**src/rtl/concat_mac_seq.sv**
```systemverilog
// rtl/concat_mac_seq.sv - sequential concat dot-product MAC: bias + sum(w*d)>>>FRACT, optional saturation via CONCAT_MAC_SAT_EN
module concat_mac_seq #(
  parameter int DATA_WIDTH  = 16,
  parameter int FRACT_WIDTH = 8,
  parameter int N_X         = 4,
  parameter int N_H         = 4,
  parameter int ACC_WIDTH   = 2 * DATA_WIDTH
) (
  input  logic                         clk,
  input  logic                         rst,
  input  logic                         start,
  input  logic signed [DATA_WIDTH-1:0] b,
  input  logic                         in_valid,
  output logic                         in_ready,
  input  logic signed [DATA_WIDTH-1:0] in_w,
  input  logic signed [DATA_WIDTH-1:0] in_d,
  output logic signed [DATA_WIDTH-1:0] out,
  output logic                         out_valid,
  input  logic                         out_ready,
  output logic                         busy
);

  localparam int N_TERMS = N_X + N_H;
  localparam int CNT_W   = $clog2(N_TERMS + 1);
  localparam int PROD_W  = 2 * DATA_WIDTH;

  typedef enum logic [1:0] {
    S_IDLE = 2'd0,
    S_ACC  = 2'd1,
    S_DONE = 2'd2
  } state_t;

  state_t                        state_q, state_d;
  logic signed [ACC_WIDTH-1:0]   acc_q, acc_d;
  logic        [CNT_W-1:0]       cnt_q, cnt_d;
  logic signed [DATA_WIDTH-1:0]  bias_q, bias_d;
  logic signed [DATA_WIDTH-1:0]  out_q, out_d;
  logic                          out_valid_q, out_valid_d;

  logic                          accept;
  logic                          last_term;
  logic                          handshake;
  logic signed [PROD_W-1:0]      prod;
  logic signed [PROD_W-1:0]      prod_sh;
  logic signed [ACC_WIDTH-1:0]   term;
  logic signed [ACC_WIDTH-1:0]   acc_next;
  logic signed [ACC_WIDTH-1:0]   sum;
  logic signed [DATA_WIDTH-1:0]  fmt_res;

`ifdef CONCAT_MAC_SAT_EN
  localparam logic signed [DATA_WIDTH-1:0] SAT_MAX_D = {1'b0, {(DATA_WIDTH-1){1'b1}}};
  localparam logic signed [DATA_WIDTH-1:0] SAT_MIN_D = {1'b1, {(DATA_WIDTH-1){1'b0}}};
  localparam logic signed [ACC_WIDTH-1:0]  SAT_MAX   = ACC_WIDTH'(SAT_MAX_D);
  localparam logic signed [ACC_WIDTH-1:0]  SAT_MIN   = ACC_WIDTH'(SAT_MIN_D);
`endif

  // State register
  always_ff @(posedge clk or posedge rst) begin
    if (rst) begin
      state_q <= S_IDLE;
    end else begin
      state_q <= state_d;
    end
  end

  // Next-state: start only counts in IDLE, last accepted term ends ACC, handshake ends DONE
  always_comb begin
    state_d = state_q;
    case (state_q)
      S_IDLE:  if (start)                 state_d = S_ACC;
      S_ACC:   if (accept && last_term)   state_d = S_DONE;
      S_DONE:  if (handshake)             state_d = S_IDLE;
      default:                            state_d = S_IDLE;
    endcase
  end

  // Output decode from the current state
  always_comb begin
    in_ready  = (state_q == S_ACC);
    busy      = (state_q != S_IDLE);
    out       = out_q;
    out_valid = out_valid_q;
  end

  // Term product: full-width signed multiply, arithmetic shift, then resize to the accumulator
  always_comb begin
    accept    = in_valid && (state_q == S_ACC);
    last_term = (cnt_q == CNT_W'(N_TERMS - 1));
    handshake = out_valid_q && out_ready;
    prod      = PROD_W'(in_w) * PROD_W'(in_d);
    prod_sh   = prod >>> FRACT_WIDTH;
    term      = ACC_WIDTH'(prod_sh);
    acc_next  = acc_q + term;
    sum       = acc_next + ACC_WIDTH'(bias_q);
  end

  // Result formatting: clamp to the data range or keep the low bits
  always_comb begin
`ifdef CONCAT_MAC_SAT_EN
    if (sum > SAT_MAX) begin
      fmt_res = SAT_MAX_D;
    end else if (sum < SAT_MIN) begin
      fmt_res = SAT_MIN_D;
    end else begin
      fmt_res = DATA_WIDTH'(sum);
    end
`else
    fmt_res = DATA_WIDTH'(sum);
`endif
  end

  // Datapath next values: clear on start, accumulate on accept, load result on the last term
  always_comb begin
    acc_d       = acc_q;
    cnt_d       = cnt_q;
    bias_d      = bias_q;
    out_d       = out_q;
    out_valid_d = out_valid_q;
    case (state_q)
      S_IDLE: begin
        if (start) begin
          acc_d  = '0;
          cnt_d  = '0;
          bias_d = b;
        end
      end
      S_ACC: begin
        if (accept) begin
          acc_d = acc_next;
          cnt_d = cnt_q + CNT_W'(1);
          if (last_term) begin
            out_d       = fmt_res;
            out_valid_d = 1'b1;
          end
        end
      end
      S_DONE: begin
        if (handshake) begin
          out_valid_d = 1'b0;
        end
      end
      default: begin
        out_valid_d = 1'b0;
      end
    endcase
  end

  // Datapath registers; reset drops any partial transaction
  always_ff @(posedge clk or posedge rst) begin
    if (rst) begin
      acc_q       <= '0;
      cnt_q       <= '0;
      bias_q      <= '0;
      out_q       <= '0;
      out_valid_q <= 1'b0;
    end else begin
      acc_q       <= acc_d;
      cnt_q       <= cnt_d;
      bias_q      <= bias_d;
      out_q       <= out_d;
      out_valid_q <= out_valid_d;
    end
  end

endmodule

```
**config.mk**
```make
export PLATFORM = sky130hd
export DESIGN_NAME = concat_mac_seq
export DESIGN_NICKNAME = d
export VERILOG_FILES = /design/src/rtl/concat_mac_seq.sv
export SDC_FILE = /design/constraint.sdc
export NUM_CORES = 1
export LEC_CHECK = 0
export CELL_PAD_IN_SITES_DETAIL_PLACEMENT = 1
export CELL_PAD_IN_SITES_GLOBAL_PLACEMENT = 1
export CORE_MARGIN = 5
export CORE_UTILIZATION = 25
export CTS_CLUSTER_SIZE = 24
export DETAILED_ROUTE_END_ITERATION = 12
export GPL_TIMING_DRIVEN = 0
export PLACE_DENSITY = 0.46
export SLEW_MARGIN = 40
export SYNTH_ARGS = -nofsm -noshare
export SYNTH_HDL_FRONTEND = slang
export SYNTH_SLANG_ARGS = --single-unit
```
**constraint.sdc**
```tcl
create_clock -name clk -period 5.5 [get_ports clk]
set_input_delay 1.375 -clock clk [delete_from_list [all_inputs] [get_ports clk]]
set_output_delay 1.375 -clock clk [all_outputs]
set_load 0.03 [all_outputs]
```
==> results of run 1 <==
## worst max path at each step
stage,slack (ns),depth (start not counted),endpoint,from
global placement,-4.87,40,out[15],in_w[5]
detailed placement,-4.90,34,out[15],in_w[6]
CTS,-3.42,35,out[15],in_d[4]
floorplan,-3.03,34,out[15],in_d[6]
global route,-3.67,41,out[15],in_d[5]
finish,-3.29,35,out[15],in_d[4]
## stage by stage
step	hold slack, ns	setup TNS [ns]	setup slack (ns)
2_1_floorplan	0.4701	-46.68	-3.028
4_1_cts	0.5063	-57.85	-3.415
6_report	0.4978	-59.37	-3.290
5_1_grt	0.5310	-69.58	-3.670
3_3_place_gp	0.4810	-98.94	-4.872
3_5_place_dp	0.4736	-98.79	-4.900
## registers in the layout (all words and copies together), names as in the netlist
name / count
acc_q: 16
bias_q: 16
cnt_q: 4
out: 16
out_valid: 1
state_q: 2
## routing by layer
metal	vias up	part of all wire	routed length [um]	global-route usage
li1	3913	-	-	-
met1	4305	0.48	16150	0.2067
met2	81	0.49	16450	0.2508
met3	8	0.023	786	0.01055
met4	0	0.0043	144	0.01180
met5	-	0	0	0
## timing repair
item,in CTS,in global routing
resized for setup,345,57
setup buffers,90,29
cloned,0,1
setup endpoints to repair,32,32
pin swaps,137,65
hold buffers,0,0
## cell families (layout without fill, tap and decap cells)
group,Yosys count,count (layout),synth area share
AND/OR/NAND/NOR,323,323,0.1470
adder cells (fa/ha/maj),292,292,0.4698
buffers and inverters,291,474,0.1014
AO/OA/AOI/OAI,121,121,0.07938
XOR/XNOR,66,66,0.05489
flip-flops,55,55,0.1277
multiplexers,19,19,0.01984
## area by class of cell
| class | instances | share of cell area |
|---|---|---|
| timing repair buffer | 177 | 0.1159 |
| multi-input combinational | 821 | 0.6293 |
| clock inverter | 1 | 0.0003383 |
| buffer | 39 | 0.03941 |
| inverter | 250 | 0.06359 |
| clock buffer | 7 | 0.008964 |
| tap | 585 | 0.04947 |
| sequential | 55 | 0.09302 |
## critical path: cells and delay by family
kind	cells	cell delay [ns]
AOI/OAI and AO/OA	12	2.05
xor gates and xnor gates	4	0.64
buffers and inverters	5	0.32
and+or+nand+nor	5	0.72
adders and majority gates	9	3.85
## cell usage in the layout, fill, tap and decap left out, drive strengths merged, types with 23 or more instances in the layout
master / instances
o21ai: 28
clkbuf: 42
a21oi: 24
ha: 104
nor2: 23
clkdlybuf4s50: 40
dfrtp: 55
inv: 250
and2: 103
buf: 138
fa: 188
nand2: 150
xnor2: 46
==> impl_metrics.ini, run 1 <==
[die]
floorplan.initialDensity = 0.2514
io_pins = 72
dieHeight_um = 217.7
floorplan_die_width_um = 217.7
row_count = 76
floorplan.core_area_um2 = 42890
design.die.area_um2 = 47380

[route]
wl_per_cell_um = 17.33
drt_first_pass_iters = 4
num_vias = 8307
ant_nets = 0
vias_per_inst = 4.293
initialDrtViolationCount = 162
routed_wirelength_um = 33530
remaining_drc_errors = 0

[grt]
grt_antenna_before_repair = 0
global_route.overflow_total = 0
grt_start_max_net_pins = 37
grtUsageTotal = 0.1445
global_route_wire_length_before_repair_um = 54250
via_count_of_the_first_global_routing_pass = 9478

[cts]
cts_inserted_buffers = 5
cts.clk_slew.worst_paths_ns = 0.07
clock_latency_ns = 0.30
ctsLongestPathBuffers = 2
numClockSinks = 55
cts_tree = built
h-tree-depth = 2
root_driver = sky130_fd_sc_hd__clkbuf_16

[timing]
timing_worst_slew_pin_value_ns = 0.7208
timing.final.ws_setup_ns = -3.290
period_needed_ns = 8.790
period_share = 1.598
timing.final.max_slew_violations = 0
final.setup_skew_ns = 0.007242
max_freq_ghz = 0.1138
hold_violations = 0
setup-violations-final = 32
timing.slew.headroom = 0.5177
rsz_0062_raised_after_global_routing = yes

[run]
maxCapViolations = 0

[final_layout]
n_antenna_cell = 0
layout.area.seq_um2 = 1376
final_cell_area_um2 = 14800
layout_fillers = 4858
final_core_utilization = 0.3450
multi_input_logic_area_um2 = 9310
nets = 1694
fraction_of_layout_cells_with_a_size_suffix_above_1 = 0.2741
areaGrowthSynthToFinish_pct = 37.23
final_cell_count_no_fill = 1935

[synthesis]
most_frequently_used_cell_type_in_the_post_synthesis_netlist = sky130_fd_sc_hd__inv_1
yosys_register_bits = 55
share_of_synthesized_area_occupied_by_flip_flops_and_latches = 0.1277
synth_top_area_frac = 0.3491
synth.top_cells.by_count = sky130_fd_sc_hd__inv_1 (250), sky130_fd_sc_hd__fa_1 (188), sky130_fd_sc_hd__nand2_1 (150)
synthFlopType = sky130_fd_sc_hd__dfrtp_1
ys_async_sr_fraction = 1.000
yosys-top-cells-area = sky130_fd_sc_hd__fa_1 (35%), sky130_fd_sc_hd__dfrtp_1 (13%), sky130_fd_sc_hd__ha_1 (12%), sky130_fd_sc_hd__inv_1 (8.7%), sky130_fd_sc_hd__and2_1 (6.0%)
netlist_area_um2 = 10780
syn_nets = 1512
yosysTopAreaCell = sky130_fd_sc_hd__fa_1
yosysWarnings = 0
number_of_enable_type_register_cells_in_the_synthesized_netlist = 0
avgSynthCellArea_um2 = 9.239
netlist_instances = 1167
ys_types = 52

[setup_path]
setup.reg_to_reg.worst_slack_ns = 1.46
reg2regPathDepth = 18
crit_path_max_incr_delay_ns = 0.57
timing.critical_path.required_ns = 5.66
reg_to_reg_critical_path_endpoint = out[15]
crit_type = in2reg
critical_path_peak_fanout = 7
cp_slowest_cell = sky130_fd_sc_hd__fa_1
worst-endpoint-arrival_ns = 8.95
worst_setup_path_start_kind = input port
endpoint_kind = flip-flop
r2r_start = acc_q[0]

[hold_path]
hold_end = out[5]
start_point_of_the_worst_min_delay_path = out[5]
hold_class = reg2reg
min_path_cells = 2

[placed_design]
placement.cell_area_um2 = 12610
port-buffer-count = 66
hpwl_after_detailed_placement_um = 26970
place.detailed.instances = 1819
routabilityCongestion = 0.7855

[outcome]
status = complete, but fails checks
violations = negative setup slack
Power of run 1 is not shown: default switching activity piles up to over one toggle a cycle in this logic, so the estimate is an artifact.
==> inputs of run 2 (changes only) <==
--- a/config.mk
+++ b/config.mk
@@ -13,6 +13,7 @@
 export DETAILED_ROUTE_END_ITERATION = 12
 export GPL_TIMING_DRIVEN = 0
 export PLACE_DENSITY = 0.46
+export SETUP_SLACK_MARGIN = 0.05
 export SLEW_MARGIN = 40
 export SYNTH_ARGS = -nofsm -noshare
 export SYNTH_HDL_FRONTEND = slang
==> impl_metrics.ini, run 2 (synthesized netlist as in run 1, its figures left out) <==
[outcome]
status = complete, but fails checks
violations = negative setup slack

[timing]
max_freq_ghz = 0.1137
period_needed_ns = 8.794
period_share = 1.599
hold-worst-slack_ns = 0.4992
timing.final.ws_setup_ns = -3.294
final.setup_skew_ns = 0.008288
timing.slew.headroom = 0.5329
setup-violations-final = 32
hold_violations = 0
timing_worst_slew_pin_value_ns = 0.6981
timing.final.max_slew_violations = 0
rsz_0062_raised_after_global_routing = yes

[grt]
global_route.overflow_total = 0
global_route_wire_length_before_repair_um = 53710
grt_start_max_net_pins = 37
grt_antenna_before_repair = 0
via_count_of_the_first_global_routing_pass = 9343
grtUsageTotal = 0.1432

[cts]
root_driver = sky130_fd_sc_hd__clkbuf_16
cts.clk_slew.worst_paths_ns = 0.07
cts_inserted_buffers = 5
h-tree-depth = 2
holdBufCountCts = 0
cts_tree = built
numClockSinks = 55
clock_latency_ns = 0.30
ctsLongestPathBuffers = 2

[setup_path]
critPathBufInv = 5
crit_type = in2reg
endpoint_kind = flip-flop
crit_path_max_incr_delay_ns = 0.56
critical-path-top-delay-family = adder cells
timing.critical_path.required_ns = 5.66
critical_path_peak_fanout = 7
cp_slowest_cell = sky130_fd_sc_hd__fa_1
worst-endpoint-arrival_ns = 8.96
critical-path-top-cell-by-count = sky130_fd_sc_hd__fa_1
worst_setup_path_start_kind = input port

[route]
ant_nets = 0
wl_per_cell_um = 17.33
drt_first_pass_iters = 4
remaining_drc_errors = 0
initialDrtViolationCount = 168
vias_per_inst = 4.284
routed_wirelength_um = 33420
num_vias = 8260

[final_layout]
final_cell_area_um2 = 14770
nets = 1687
final_cell_count_no_fill = 1928
leading_cell_types_in_the_layout_fill_and_taps_excluded = sky130_fd_sc_hd__inv_1 (230), sky130_fd_sc_hd__fa_1 (180), sky130_fd_sc_hd__nand2_1 (140), sky130_fd_sc_hd__and2_1 (92), sky130_fd_sc_hd__buf_4 (80)
fraction_of_layout_cells_with_a_size_suffix_above_1 = 0.2651
layout_fillers = 4859
areaGrowthSynthToFinish_pct = 37.00
n_antenna_cell = 0
final_common_cell = sky130_fd_sc_hd__inv_1

[placed_design]
routabilityCongestion = 0.7855
hpwl_after_detailed_placement_um = 26970
port-buffer-count = 66
pre_cts_ws_ns = -4.900
placement.cell_area_um2 = 12610
place.detailed.instances = 1819

[die]
floorplan_die_width_um = 217.7
floorplan.core_area_um2 = 42890
dieHeight_um = 217.7
design.die.area_um2 = 47380
floorplan.initialDensity = 0.2514
row_count = 76
io_pins = 72

[run]
maxCapViolations = 0

[hold_path]
hold_class = reg2reg
## run 2: cell count changes in the layout (fill, tap and decap cells not counted), sizes merged
| cell | change |
|---|---|
| buf | -8 |
| clkdlybuf4s15 | -2 |
| dlygate4sd2 | +2 |
| clkbuf | +1 |
## run 2: repair_timing
action | in CTS | in global routing
setup endpoints to repair | 32 | 32
pin swaps | 115 | 54
resized for setup | 299 | 93
setup buffers | 78 | 29
## run 2: final timing paths
path	start	slack [ns]	to	cells after the start
worst max-delay path	in_d[5]	-3.29	out[15]	35
worst min-delay path	out[5]	0.50	out[5]	2
worst max register to register	acc_q[0]	1.49	out[15]	18
worst min register to register	out[5]	0.50	out[5]	2
max in group asynchronous	rst	3.63	bias_q[13]	3
min in group asynchronous	rst	1.37	out[2]	2
## run 2: metal layers
layer | vias to the layer above | GRT usage | routed length (um)
met1 | 4265 | 0.2035 | 15960
met5 | - | 0 | 0
met3 | 10 | 0.01138 | 887
met2 | 83 | 0.2487 | 16400
li1 | 3902 | - | -
met4 | 0 | 0.01327 | 166
## run 2: through the flow
step / setup TNS (ns) / utilization
finish: -56.59 / 0.3444
global route: -66.97 / 0.3444
CTS: -58.65 / 0.3309
detailed placement: -98.79 / 0.2941
global placement: -98.94 / 0.2936
floorplan: -46.68 / -
## run 2: worst reg2reg max path, delay by kind of cell (launching register included)
kind,cells,cell delay [ns]
compound gates,12,2.11
fa+ha+maj,3,0.84
xor+xnor,3,0.49
flops,1,0.42
## run 2: cell type report
| class | count | area [um2] | area share |
|---|---|---|---|
| sequential | 55 | 1376 | 0.09318 |
| clock inverter | 1 | 5.005 | 0.0003388 |
| clock buffer | 7 | 132.6 | 0.008979 |
| inverter | 250 | 940.9 | 0.06370 |
| buffer | 41 | 601.8 | 0.04075 |
| timing repair buffer | 168 | 1597 | 0.1081 |
| tap | 585 | 732.0 | 0.04956 |
| multi-input combinational | 821 | 9385 | 0.6354 |
Power of run 2 is left out for the same reason.
